--- config.mk ---
export PLATFORM = sky130hd
export DESIGN_NAME = bus_reader
export DESIGN_NICKNAME = d
export VERILOG_FILES = /design/src/rtl/bus_reader.sv
export SDC_FILE = /design/constraint.sdc
export NUM_CORES = 1
export LEC_CHECK = 0
export CORE_MARGIN = 2
export CORE_UTILIZATION = 50
export CTS_CLUSTER_SIZE = 16
export DETAILED_ROUTE_END_ITERATION = 6
export PLACE_DENSITY_LB_ADDON = 0.3
export SETUP_SLACK_MARGIN = 0.3
export SKIP_CTS_REPAIR_TIMING = 1
export SLEW_MARGIN = 30
export SYNTH_ARGS = -nofsm -noshare
export SYNTH_HDL_FRONTEND = slang
export SYNTH_SLANG_ARGS = --single-unit
--- constraint.sdc ---
create_clock -name clk -period 10.45 [get_ports clk]
set_input_delay 2.09 -clock clk [delete_from_list [all_inputs] [get_ports clk]]
set_output_delay 2.09 -clock clk [all_outputs]
set_load 0.05 [all_outputs]
--- src/rtl/bus_reader.sv ---
// bus_reader: receive-side endpoint of the shared tri-stated data/tag bus.
// Samples the bus only while bus_valid is high, filters on tag, buffers
// accepted words in a circular FIFO and presents them over valid/ready.
// Keeps a sticky overflow flag and a saturating drop counter.
module bus_reader #(
    parameter int         DEPTH      = 4,
    parameter logic [1:0] MY_TAG     = 2'b01,
    parameter bit         ACCEPT_ALL = 1'b0
) (
    input  logic                     clk,
    input  logic                     rst,
    input  logic [63:0]              bus_data,
    input  logic [1:0]               bus_tag,
    input  logic                     bus_valid,
    output logic                     bus_stall,
    output logic [63:0]              out_data,
    output logic [1:0]               out_tag,
    output logic                     out_valid,
    input  logic                     out_ready,
    output logic                     overflow,
    input  logic                     clear_overflow,
    output logic [7:0]               drop_count,
    output logic [$clog2(DEPTH):0]   level
);
    localparam int AW = $clog2(DEPTH);
    localparam int LW = AW + 1;

    logic [63:0]   mem_data [DEPTH];
    logic [1:0]    mem_tag  [DEPTH];
    logic [AW-1:0] rd_ptr, wr_ptr;
    logic          full, match, push, pop, drop;

    // bus_valid gates the tag compare, so a floated tag with bus_valid=0
    // resolves to no match and never reaches any state.
    assign full      = (level == LW'(DEPTH));
    assign match     = bus_valid && (ACCEPT_ALL || (bus_tag == MY_TAG));
    assign out_valid = (level != '0);
    assign bus_stall = full;
    assign pop       = out_valid && out_ready;
    assign push      = match && (!full || pop);
    assign drop      = match && full && !pop;

    // Head of FIFO is always visible; stable while not popped.
    assign out_data  = mem_data[rd_ptr];
    assign out_tag   = mem_tag[rd_ptr];

    // Storage write; cleared on reset so the head reads 0 afterwards.
    always_ff @(posedge clk or posedge rst) begin
        if (rst) begin
            for (int i = 0; i < DEPTH; i++) begin
                mem_data[i] <= '0;
                mem_tag[i]  <= '0;
            end
        end else if (push) begin
            mem_data[wr_ptr] <= bus_data;
            mem_tag[wr_ptr]  <= bus_tag;
        end
    end

    // Pointers and occupancy; pointers wrap naturally at power-of-2 DEPTH.
    always_ff @(posedge clk or posedge rst) begin
        if (rst) begin
            rd_ptr <= '0;
            wr_ptr <= '0;
            level  <= '0;
        end else begin
            if (push) wr_ptr <= wr_ptr + AW'(1);
            if (pop)  rd_ptr <= rd_ptr + AW'(1);
            if (push && !pop)
                level <= level + LW'(1);
            else if (pop && !push)
                level <= level - LW'(1);
        end
    end

    // Overflow diagnostics; a clear in the same cycle as a drop wins.
    always_ff @(posedge clk or posedge rst) begin
        if (rst) begin
            overflow   <= 1'b0;
            drop_count <= '0;
        end else if (clear_overflow) begin
            overflow   <= 1'b0;
            drop_count <= '0;
        end else if (drop) begin
            overflow <= 1'b1;
            if (drop_count != 8'hFF)
                drop_count <= drop_count + 8'd1;
        end
    end
endmodule

==> results of run 1 <==
where the power goes:
part / leakage, nW / internal, mW / switching (mW)
logic: 3.25 / 1.39 / 1.43
clock network: 0.488 / 0.617 / 0.422
registers: 3.45 / 1.59 / 0.322
registers in the layout (all words and copies together) (netlist names):
name / cells
drop_count: 8
mem_tag: 8
mem_data: 256
overflow: 1
wr_ptr: 2
rd_ptr: 2
level: 3
critical path, cell delays in order (launching register included):
cell	delay, ps
sky130_fd_sc_hd__dfrtp_2	880
sky130_fd_sc_hd__buf_4	640
sky130_fd_sc_hd__mux4_2	370
sky130_fd_sc_hd__clkdlybuf4s50_1	810
per-stage QoR:
| stage | std cells | hold WS (ps) | total power [mW] |
|---|---|---|---|
| 2_1_floorplan | 724 | 429 | 4.02 |
| 3_3_place_gp | 1172 | 453 | 4.72 |
| 3_5_place_dp | 1173 | 450 | 4.76 |
| 4_1_cts | 1229 | 464 | 5.84 |
| 5_1_grt | 1230 | 494 | 6.05 |
| 6_report | 1230 | 460 | 5.77 |
cell usage in the layout (no fill, tap or decap), types with 6 or more instances in the layout:
cell                              count
sky130_fd_sc_hd__mux2_4             152
sky130_fd_sc_hd__mux4_2              66
sky130_fd_sc_hd__mux2_2             105
sky130_fd_sc_hd__clkbuf_8             7
sky130_fd_sc_hd__clkbuf_1             8
sky130_fd_sc_hd__dfrtp_1            278
sky130_fd_sc_hd__clkdlybuf4s50_1    150
sky130_fd_sc_hd__clkbuf_16           31
sky130_fd_sc_hd__nor2_1               6
sky130_fd_sc_hd__clkinv_2             7
sky130_fd_sc_hd__ha_1                 6
path summary, 6_finish.rpt:
kind	start	to	slack (ps)
setup / recovery	rd_ptr[1]	out_data[5]	5050
hold / removal	mem_tag[0]	mem_tag[0]	460
setup reg to reg	level[0]	mem_data[253]	7540
hold reg to reg	mem_tag[0]	mem_tag[0]	460
max in group asynchronous	rst	mem_data[151]	7050
min in group asynchronous	rst	mem_data[111]	2060
cell families after synthesis:
logic type | share of synthesized area
AO/OA/AOI/OAI | 0.00584
multiplexers | 0.381
flip-flops | 0.537
adder cells (fa/ha/maj) | 0.00728
XOR/XNOR | 0.00469
AND/OR/NAND/NOR | 0.0220
buffers and inverters | 0.0422
metal layers:
metal  routed length (um)  track usage
met3                 1190       0.0404
met5                    0            0
met4                  369       0.0355
met1                11600        0.276
met2                12200        0.299
cell type report:
cell class | count | share of cell area
Sequential cell | 280 | 0.451
Multi-Input combinational cell | 394 | 0.353
Timing Repair Buffer | 159 | 0.104
Clock buffer | 46 | 0.0580
Tap cell | 335 | 0.0269
Clock inverter | 10 | 0.00523
Inverter | 6 | 0.00193
==> impl_results.md, run 1 <==
* Pre-CTS setup slack at ~5400 ps
* Worst Path Max Fanout at between 40 and 50
* Post-route design area at approximately 0.016 mm2
* Final Wtd Congestion at between 0.7 and 0.8
* First-pass DRT Iterations at 4
* Clock Root Buffer: sky130_fd_sc_hd__clkbuf_16
* Leading cell types by total area after synthesis: sky130_fd_sc_hd__dfrtp_1 (54%), sky130_fd_sc_hd__mux2_4 (17%), sky130_fd_sc_hd__mux4_2 (11%)
* Later-pin clock latency in the skew report at around 540 ps
* Data required time of the critical path at about 8400 ps
* Relative slew slack at 0.426
* Port buffer count at 150
* Period utilization at 0.517
* Share of the yosys chip area belonging to registers at 0.537
* # diodes at 0
* Top cells by instance count after synthesis: sky130_fd_sc_hd__dfrtp_1 (280), sky130_fd_sc_hd__mux2_4 (152), sky130_fd_sc_hd__mux2_2 (105)
* Synth unique cells at 36
* Leading cell type by number of instances after synthesis: sky130_fd_sc_hd__dfrtp_1
* CTS H-Tree Depth at 1
* Final worst slack at 5050 ps
* Cell area after technology mapping at around 0.013 mm2
* Status: finished, final reports clean
* Area of the core at 0.0258 mm2
* Vias after detailed routing at roughly 6,800
* Number of antenna violations at the first check in global routing at 0
* Synthesized flop and latch total at 280
* Post-synthesis area per instance at around 18 um2
* Number of placement rows at 59
* Slew @ Worst Pin at 861 ps
* TritonCTS sink count at between 200 and 300
* TritonCTS clock tree: done
* Post-route minimum period at roughly 5400 ps
* Total track usage at 0.189
* Total of max-cap violations at 0
* Net count after synthesis at 802
* Number of cells produced by synthesis at ~720
* Fill cell count at a little under 2,000
* Clock Path Buffers at 3
* Placed wire-length estimate at between 10,000 and 15,000 um
* Worst hold stages at 1
* Area after detailed placement at between 0.01 and 0.015 mm2
* Power density normalized to cell area at ~370 mW/mm2
* Inserted Clock Buffers at 30
* Post-synth top area share at 0.537
* GRT Residual Overflow at 0
* Sort of element at the start of the critical path: register
* Hold Violations, Final at 0
* Die extent in y at roughly 170 um
* Worst voltage drop across the vdd grid at 0.305 mV
* Accumulated negative setup slack at 0 ps
* Maximum clock frequency at ~190 MHz
* Clock slew seen by the registers of the worst setup and hold paths at 60 ps
* Worst reg-to-reg path cell count at 5
* Area taken by flip-flops and latches at between 0.007 and 0.008 mm2
* Core occupancy in the finished layout at 0.602
* Critical path arrival at ~3300 ps
* Hold crit path type: reg2reg
* Endpoint class of the critical path: output port
* Avg Vias per Cell at 5.50
* Number of primary I/O pins at roughly 150
* Synthesis warning total at 0
* Number of enable flip-flop cells after synthesis at 0
* Total Wirelength at 25,400 um
* 1st-iter DRT viols at just under 400
* Via count of the first global-routing pass at 7,517
* Number of pins exceeding their max-slew limit in the final report at 0
* Wire length of the first global-routing pass at 42,500 um
* Layout cell share with drive strength beyond 1 at 0.436
* Average routed wire per standard cell at 20.6 um
* Initial Util at 0.505
* Number of DRC violations after detailed routing at 0
* Ys flop type: sky130_fd_sc_hd__dfrtp_1
* Leakage power figure at 7.19 nW
* Cell taking the most area after synthesis: sky130_fd_sc_hd__dfrtp_1
* Antenna-violating nets left at 0
* Chip width at approximately 170 um
* Worst Setup Path Type: reg2out
* Finish-stage setup viols at 0
* Multi-input gate area in the final layout at between 0.005 and 0.006 mm2
* Worst clock skew at roughly 9.6 ps
* Final net count at around 950
* Die Footprint at 0.0274 mm2
* Proportion of register bits with asynchronous set or reset after synthesis at 1.00
* RSZ-0062 raised after global routing: no
* Area added between synthesis and finish at 19.2%
* Largest net degree at the start of global routing at 165
Note: power is estimated with default switching activity, not from simulation.
==> run 2, diff against run 1 <==
- clock period: 10.45 -> 5.2 ns (I/O delays scaled with it)
==> run 2 against run 1 <==
Effect of this change:
- die area unchanged
- wire length decreased by 0.14%
- utilization increased by 0.50 points
- clock power increased by 120%
- worst setup slack got worse by 4000 ps
- combinational power increased by 100%
- via count decreased by 0.68%
- first-iteration DRC count decreased by 6.0%
- hold slack improved by 2.2 ps
- final cell count about the same
- sequential power increased by 100%
- critical path depth unchanged
- critical path type unchanged
- largest cell class unchanged
- largest power group unchanged
- highest routed layer unchanged
==> impl_results.md, run 2 (synthesis results as in run 1) <==
* Post-route minimum period at about 4000 ps
* Worst clock skew at 16.2 ps (+6.65 ps)
* Clock Root Buffer: sky130_fd_sc_hd__clkbuf_16
* Area after detailed placement at 0.0146 mm2 (+0.57%)
* Vias after detailed routing at 6,715 (-0.68%)
* Final net count at 950 (+0.11%)
* Number of placement rows at 59 (unchanged)
* Worst path slowest cell: sky130_fd_sc_hd__dfrtp_4
* Core occupancy in the finished layout at 0.607 (+0.00504)
* Inserted Clock Buffers at 30 (unchanged)
* Avg Vias per Cell at 5.45 (-0.76%)
* Worst Setup Path Type: reg2out
* Clock slew seen by the registers of the worst setup and hold paths at 60 ps (about the same)
* Placed insts at 1,175 (+0.17%)
* Total track usage at 0.188 (-0.00165)
* Endpoint class of the critical path: output port
* Total power of the final layout at 11.8 mW (+100%)
* Clock group share of total power at 0.190 (+0.010)
* TritonCTS clock tree: done
* Buffers and inverters on the worst path at 2 (unchanged)
* Clock Path Buffers at 3 (unchanged)
* Kind of cell adding the most delay to the critical path: buffers and inverters
* Critical Path, Cell by Cell: buf_4 > mux4_2 > clkdlybuf4s50_1
* Accumulated negative setup slack at 0 ps (unchanged)
* Period utilization at 0.791
* Sw power at 4.39 mW (+100%)
* Number of antenna violations at the first check in global routing at 0 (unchanged)
* Worst Path Max Fanout at 27 (-34%)
* Area added between synthesis and finish at 20.2%
* Number of flip-flops under the largest register name at 256 (unchanged)
* Combinational fraction of design power at 0.482 (-0.006)
* Data required time of the critical path at 4160 ps (-4200 ps)
* Reg power frac at 0.328 (-0.004)
* Switching share of total power at 0.373 (-0.00379)
* Via count of the first global-routing pass at 7,502 (-0.20%)
* Biggest registers after layout: mem_data x256, drop_count x8, mem_tag x8
* Sort of element at the start of the critical path: register
* Port buffer count at 150 (unchanged)
* Largest net degree at the start of global routing at 128 (-22%)
* TritonCTS sink count at 280 (unchanged)
* Die Footprint at 0.0274 mm2 (unchanged)
* Number of primary I/O pins at 151 (unchanged)
* Antenna-violating nets left at 0 (unchanged)
* Commonest non-fill, non-tap cell in the layout: sky130_fd_sc_hd__dfrtp_1
* First-pass DRT Iterations at 4 (unchanged)
* GRT Residual Overflow at 0 (unchanged)
* Commonest cells after routing, fill and taps aside: sky130_fd_sc_hd__dfrtp_1 (278), sky130_fd_sc_hd__mux2_4 (152), sky130_fd_sc_hd__clkdlybuf4s50_1 (150)
* Later-pin clock latency in the skew report at 550 ps (about the same)
* Finish-stage setup viols at 0 (unchanged)
* Hold crit path type: reg2reg
* Slowest cell delay on critical path at 810 ps (-70 ps)
* Area of the core at 0.0258 mm2 (unchanged)
* Number of pins exceeding their max-slew limit in the final report at 0 (unchanged)
* CTS H-Tree Depth at 1 (unchanged)
* Number of DRC violations after detailed routing at 0 (unchanged)
* Initial Util at 0.505 (unchanged)
* Total of max-cap violations at 0 (unchanged)
* Chip width at 166 um (unchanged)
* Leakage power figure at 7.25 nW (+0.84%)
* Maximum clock frequency at around 240 MHz
* Placed wire-length estimate at 15,000 um (+0.32%)
* Final Wtd Congestion at 0.715 (+0.31%)
* Layout cell share with drive strength beyond 1 at 0.438 (+0.00175)
* Average routed wire per standard cell at 20.6 um (-0.22%)
* Fin cells at 1,231 (+0.081%)
* Power Internal at 7.39 mW (+110%)
* Wire length of the first global-routing pass at 42,000 um (-1.2%)
* 1st-iter DRT viols at 362 (-6.0%)
* Most flop-heavy register: mem_data
* Status: finished, final reports clean
* RSZ-0062 raised after global routing: no
* Post-route design area at 0.0157 mm2 (+0.84%)
* Total Wirelength at 25,300 um (-0.14%)
* Critical path arrival at 3070 ps (-240 ps)
* Relative slew slack at 0.440 (+0.0146)
* Worst voltage drop across the vdd grid at 0.566 mV (+85%)
* Power density normalized to cell area at 751 mW/mm2 (+100%)
* # diodes at 0 (unchanged)
* Hold Violations, Final at 0 (unchanged)
* Slew @ Worst Pin at 840 ps (-21.9 ps)
* Die extent in y at 166 um (unchanged)
[run 2: cell types whose count changed in the layout (fill, tap and decap cells not counted)]
cell,delta
sky130_fd_sc_hd__clkbuf_1,-1
sky130_fd_sc_hd__buf_4,-3
sky130_fd_sc_hd__clkinv_2,-3
sky130_fd_sc_hd__clkbuf_8,+3
sky130_fd_sc_hd__buf_16,-1
sky130_fd_sc_hd__buf_12,+6
sky130_fd_sc_hd__buf_6,-1
sky130_fd_sc_hd__bufinv_16,+2
sky130_fd_sc_hd__inv_8,-1
[run 2: power by group through the flow]
stage	combinational (mW)	sequential, mW	clock (mW)
finish	5.68	3.86	2.24
global route	5.93	4.01	2.38
CTS	5.73	3.87	2.30
detailed placement	5.71	3.88	0
global placement	5.65	3.85	0
floorplan	4.45	3.63	0
[run 2: worst paths after layout]
kind | from | slack (ps) | cells after the start | end
worst min register to register | mem_tag[2] | 460 | 1 | mem_tag[2]
min in group asynchronous | rst | 740 | 2 | mem_data[68]
max in group asynchronous | rst | 3510 | 3 | mem_data[207]
worst min-delay path | mem_tag[2] | 460 | 1 | mem_tag[2]
worst max-delay path | rd_ptr[0] | 1090 | 3 | out_data[28]
worst max register to register | level[0] | 2670 | 5 | mem_data[250]
[run 2: area by class of cell]
type,count,area [um2]
inverter,6,26.3
tap,335,419
sequential,280,7010
clock inverter,8,119
multi-input combinational,394,5500
clock buffer,48,940
fill,1964,10100
timing repair buffer,160,1680
[run 2: routing by layer]
| layer | routed length (um) | vias to the layer above | global-route usage |
|---|---|---|---|
| li1 | - | 2980 | - |
| met1 | 11500 | 3557 | 0.268 |
| met2 | 12000 | 140 | 0.299 |
| met3 | 1250 | 38 | 0.0368 |
| met4 | 538 | 0 | 0.0480 |
| met5 | 0 | - | 0 |
[run 2: stage by stage]
step                      worst slack, ps  hold slack (ps)
final                                1090              462
after global routing                  903              485
after global placement               1590              446
after floorplan                       453              429
after CTS                             990              468
after detailed placement             1590              450
==> run 3, diff against run 2 <==
- clock period: 5.2 -> 3.53 ns (I/O delays scaled with it)
==> run 3 against run 2 <==
Effect of this change:
- first-iteration DRC count is 0.83% higher
- largest power group unchanged
- design area is 2.3% higher
- non-clock buffer count is 14 higher
- die area stayed put
- highest routed layer unchanged
- critical path depth stayed put
==> impl_results.md, run 3 (synthesis results as in run 1) <==
* Status: finished, final reports clean
* Total Wirelength at 25,700 um (+1.3%)
* Wire length of the first global-routing pass at 43,000 um (+2.4%)
* Worst Setup Path Type: reg2out
* Number of primary I/O pins at 151 (unchanged)
* RSZ-0062 raised after global routing: no
* Core occupancy in the finished layout at 0.622 (+0.0142)
* Post-route design area at 0.0161 mm2 (+2.3%)
* GRT Residual Overflow at 0 (unchanged)
* TritonCTS clock tree: done
* Worst voltage drop across the vdd grid at 0.794 mV (+40%)
* Number of flip-flops under the largest register name at 256 (unchanged)
* Slew @ Worst Pin at 740 ps (-99.6 ps)
* Number of antenna violations at the first check in global routing at 0 (unchanged)
* Number of placement rows at 59 (unchanged)
* Hold crit path type: reg2reg
* Vias after detailed routing at 6,799 (+1.3%)
* Placed wire-length estimate at 15,800 um (+5.5%)
* CTS H-Tree Depth at 1 (unchanged)
* Fin Hold WS at 461 ps (-0.857 ps)
* Power density normalized to cell area at 1080 mW/mm2 (+44%)
* Area after detailed placement at 0.0148 mm2 (+1.3%)
* Sort of element at the start of the critical path: register
* Critical Path, Cell by Cell: buf_4 > mux4_2 > clkdlybuf4s50_1
* Die Footprint at 0.0274 mm2 (unchanged)
* Final worst slack at 402 ps (-685 ps)
* Commonest non-fill, non-tap cell in the layout: sky130_fd_sc_hd__dfrtp_1
* Antenna-violating nets left at 0 (unchanged)
* First-pass DRT Iterations at 4 (unchanged)
* Worst path slowest cell: sky130_fd_sc_hd__clkdlybuf4s50_1
* Initial Util at 0.505 (unchanged)
* Chip width at 166 um (unchanged)
* Biggest registers after layout: mem_data x256, drop_count x8, mem_tag x8
* Average routed wire per standard cell at 20.6 um (+0.19%)
* Clock Path Buffers at 3 (unchanged)
* Critical Path Start: rd_ptr[0]
* Inserted Clock Buffers at 30 (unchanged)
* Critical path arrival at 2420 ps (-650 ps)
* Area of the core at 0.0258 mm2 (unchanged)
* Worst Path Max Fanout at 6 (-78%)
* Hold Violations, Final at 0 (unchanged)
* Total power of the final layout at 17.3 mW (+47%)
* Finish-stage setup viols at 0 (unchanged)
* Fill cell count at 1,893 (-3.6%)
* Clock Root Buffer: sky130_fd_sc_hd__clkbuf_16
* Total of max-cap violations at 0 (unchanged)
* TritonCTS sink count at 280 (unchanged)
* Slowest cell delay on critical path at 710 ps (-100 ps)
* Worst reg-to-reg path cell count at 5 (unchanged)
* Die extent in y at 166 um (unchanged)
* Later-pin clock latency in the skew report at 550 ps (about the same)
* Number of DRC violations after detailed routing at 0 (unchanged)
* Maximum clock frequency at 320 MHz
* Avg Vias per Cell at 5.46 (+0.11%)
* Total track usage at 0.193 (+0.00575)
* Leakage power figure at 8.11 nW (+12%)
* Most flop-heavy register: mem_data
* Reg2reg start: level[1]
* Endpoint of the most critical register-to-register path: mem_data[40]
* Clock slew seen by the registers of the worst setup and hold paths at 60 ps (about the same)
* Data required time of the critical path at 2820 ps (-1340 ps)
* Area added between synthesis and finish at 23.0%
* Largest net degree at the start of global routing at 50 (-61%)
* Period utilization at 0.886
* Register-to-register setup slack at 1250 ps (-1420 ps)
* 1st-iter DRT viols at 365 (+0.83%)
* Port buffer count at 150 (unchanged)
* Final Wtd Congestion at 0.726 (+1.5%)
* Commonest cells after routing, fill and taps aside: sky130_fd_sc_hd__dfrtp_1 (278), sky130_fd_sc_hd__mux2_4 (152), sky130_fd_sc_hd__mux2_2 (105)
* # diodes at 0 (unchanged)
* Worst clock skew at 11.3 ps (-4.86 ps)
* Pre-CTS setup slack at 521 ps (-1070 ps)
* Post-route minimum period at around 3100 ps
* Crit path capture: out_data[58]
* Via count of the first global-routing pass at 7,626 (+1.7%)
* Number of pins exceeding their max-slew limit in the final report at 0 (unchanged)
* Final net count at 964 (+1.5%)
* Endpoint class of the critical path: output port
* Relative slew slack at 0.506 (+0.0654)
* Layout cell share with drive strength beyond 1 at 0.451 (+0.0130)
## run 3: cell types whose count changed in the layout (fill, tap and decap cells not counted), sizes merged
cell           previous run  this run
clkdlybuf4s50           150        86
bufinv                    3         4
clkinvlp                  1         4
inv                       5         6
dlymetal6s2s              0        64
clkbuf                   48        39
clkinv                    5         9
buf                      10        24
## run 3: per-layer routing
metal	global-route usage	vias to the layer above	share of wire
li1	-	3006	-
met1	0.275	3619	0.45
met2	0.315	137	0.48
met3	0.0363	37	0.042
met4	0.0416	0	0.022
met5	0	-	0
## run 3: layout make-up
cell class | instances | area [um2] | share of cell area
sequential | 280 | 7010 | 0.437
multi-input combinational | 394 | 5500 | 0.343
timing repair buffer | 174 | 2040 | 0.127
clock buffer | 39 | 856 | 0.0533
tap | 335 | 419 | 0.0261
clock inverter | 17 | 204 | 0.0127
inverter | 6 | 26.3 | 0.00164
## run 3: how the worst min path moves through the flow
stage / startpoint / end / depth (start not counted)
floorplan: mem_tag[2] / mem_tag[2] / 1
global placement: mem_tag[0] / mem_tag[0] / 1
detailed placement: mem_tag[2] / mem_tag[2] / 1
CTS: mem_tag[0] / mem_tag[0] / 1
global route: mem_tag[0] / mem_tag[0] / 1
finish: mem_tag[0] / mem_tag[0] / 1
## run 3: report_power, final
group / switching, mW / total, mW / internal [mW]
logic: 4.35 / 8.50 / 4.15
clock network: 1.29 / 3.29 / 2.00
registers: 0.828 / 5.55 / 4.72
## run 3: stage by stage
step           instances  setup TNS [ps]
2_1_floorplan        724         -247330
3_3_place_gp        1187               0
3_5_place_dp        1187               0
4_1_cts             1243               0
5_1_grt             1245               0
6_report            1245               0
## run 3: worst max-delay path: cells and delay by family, from the launching register on
kind                   cells  cell delay (ps)
buffers and inverters      2              880
flip-flops                 1              510
multiplexers               1              490
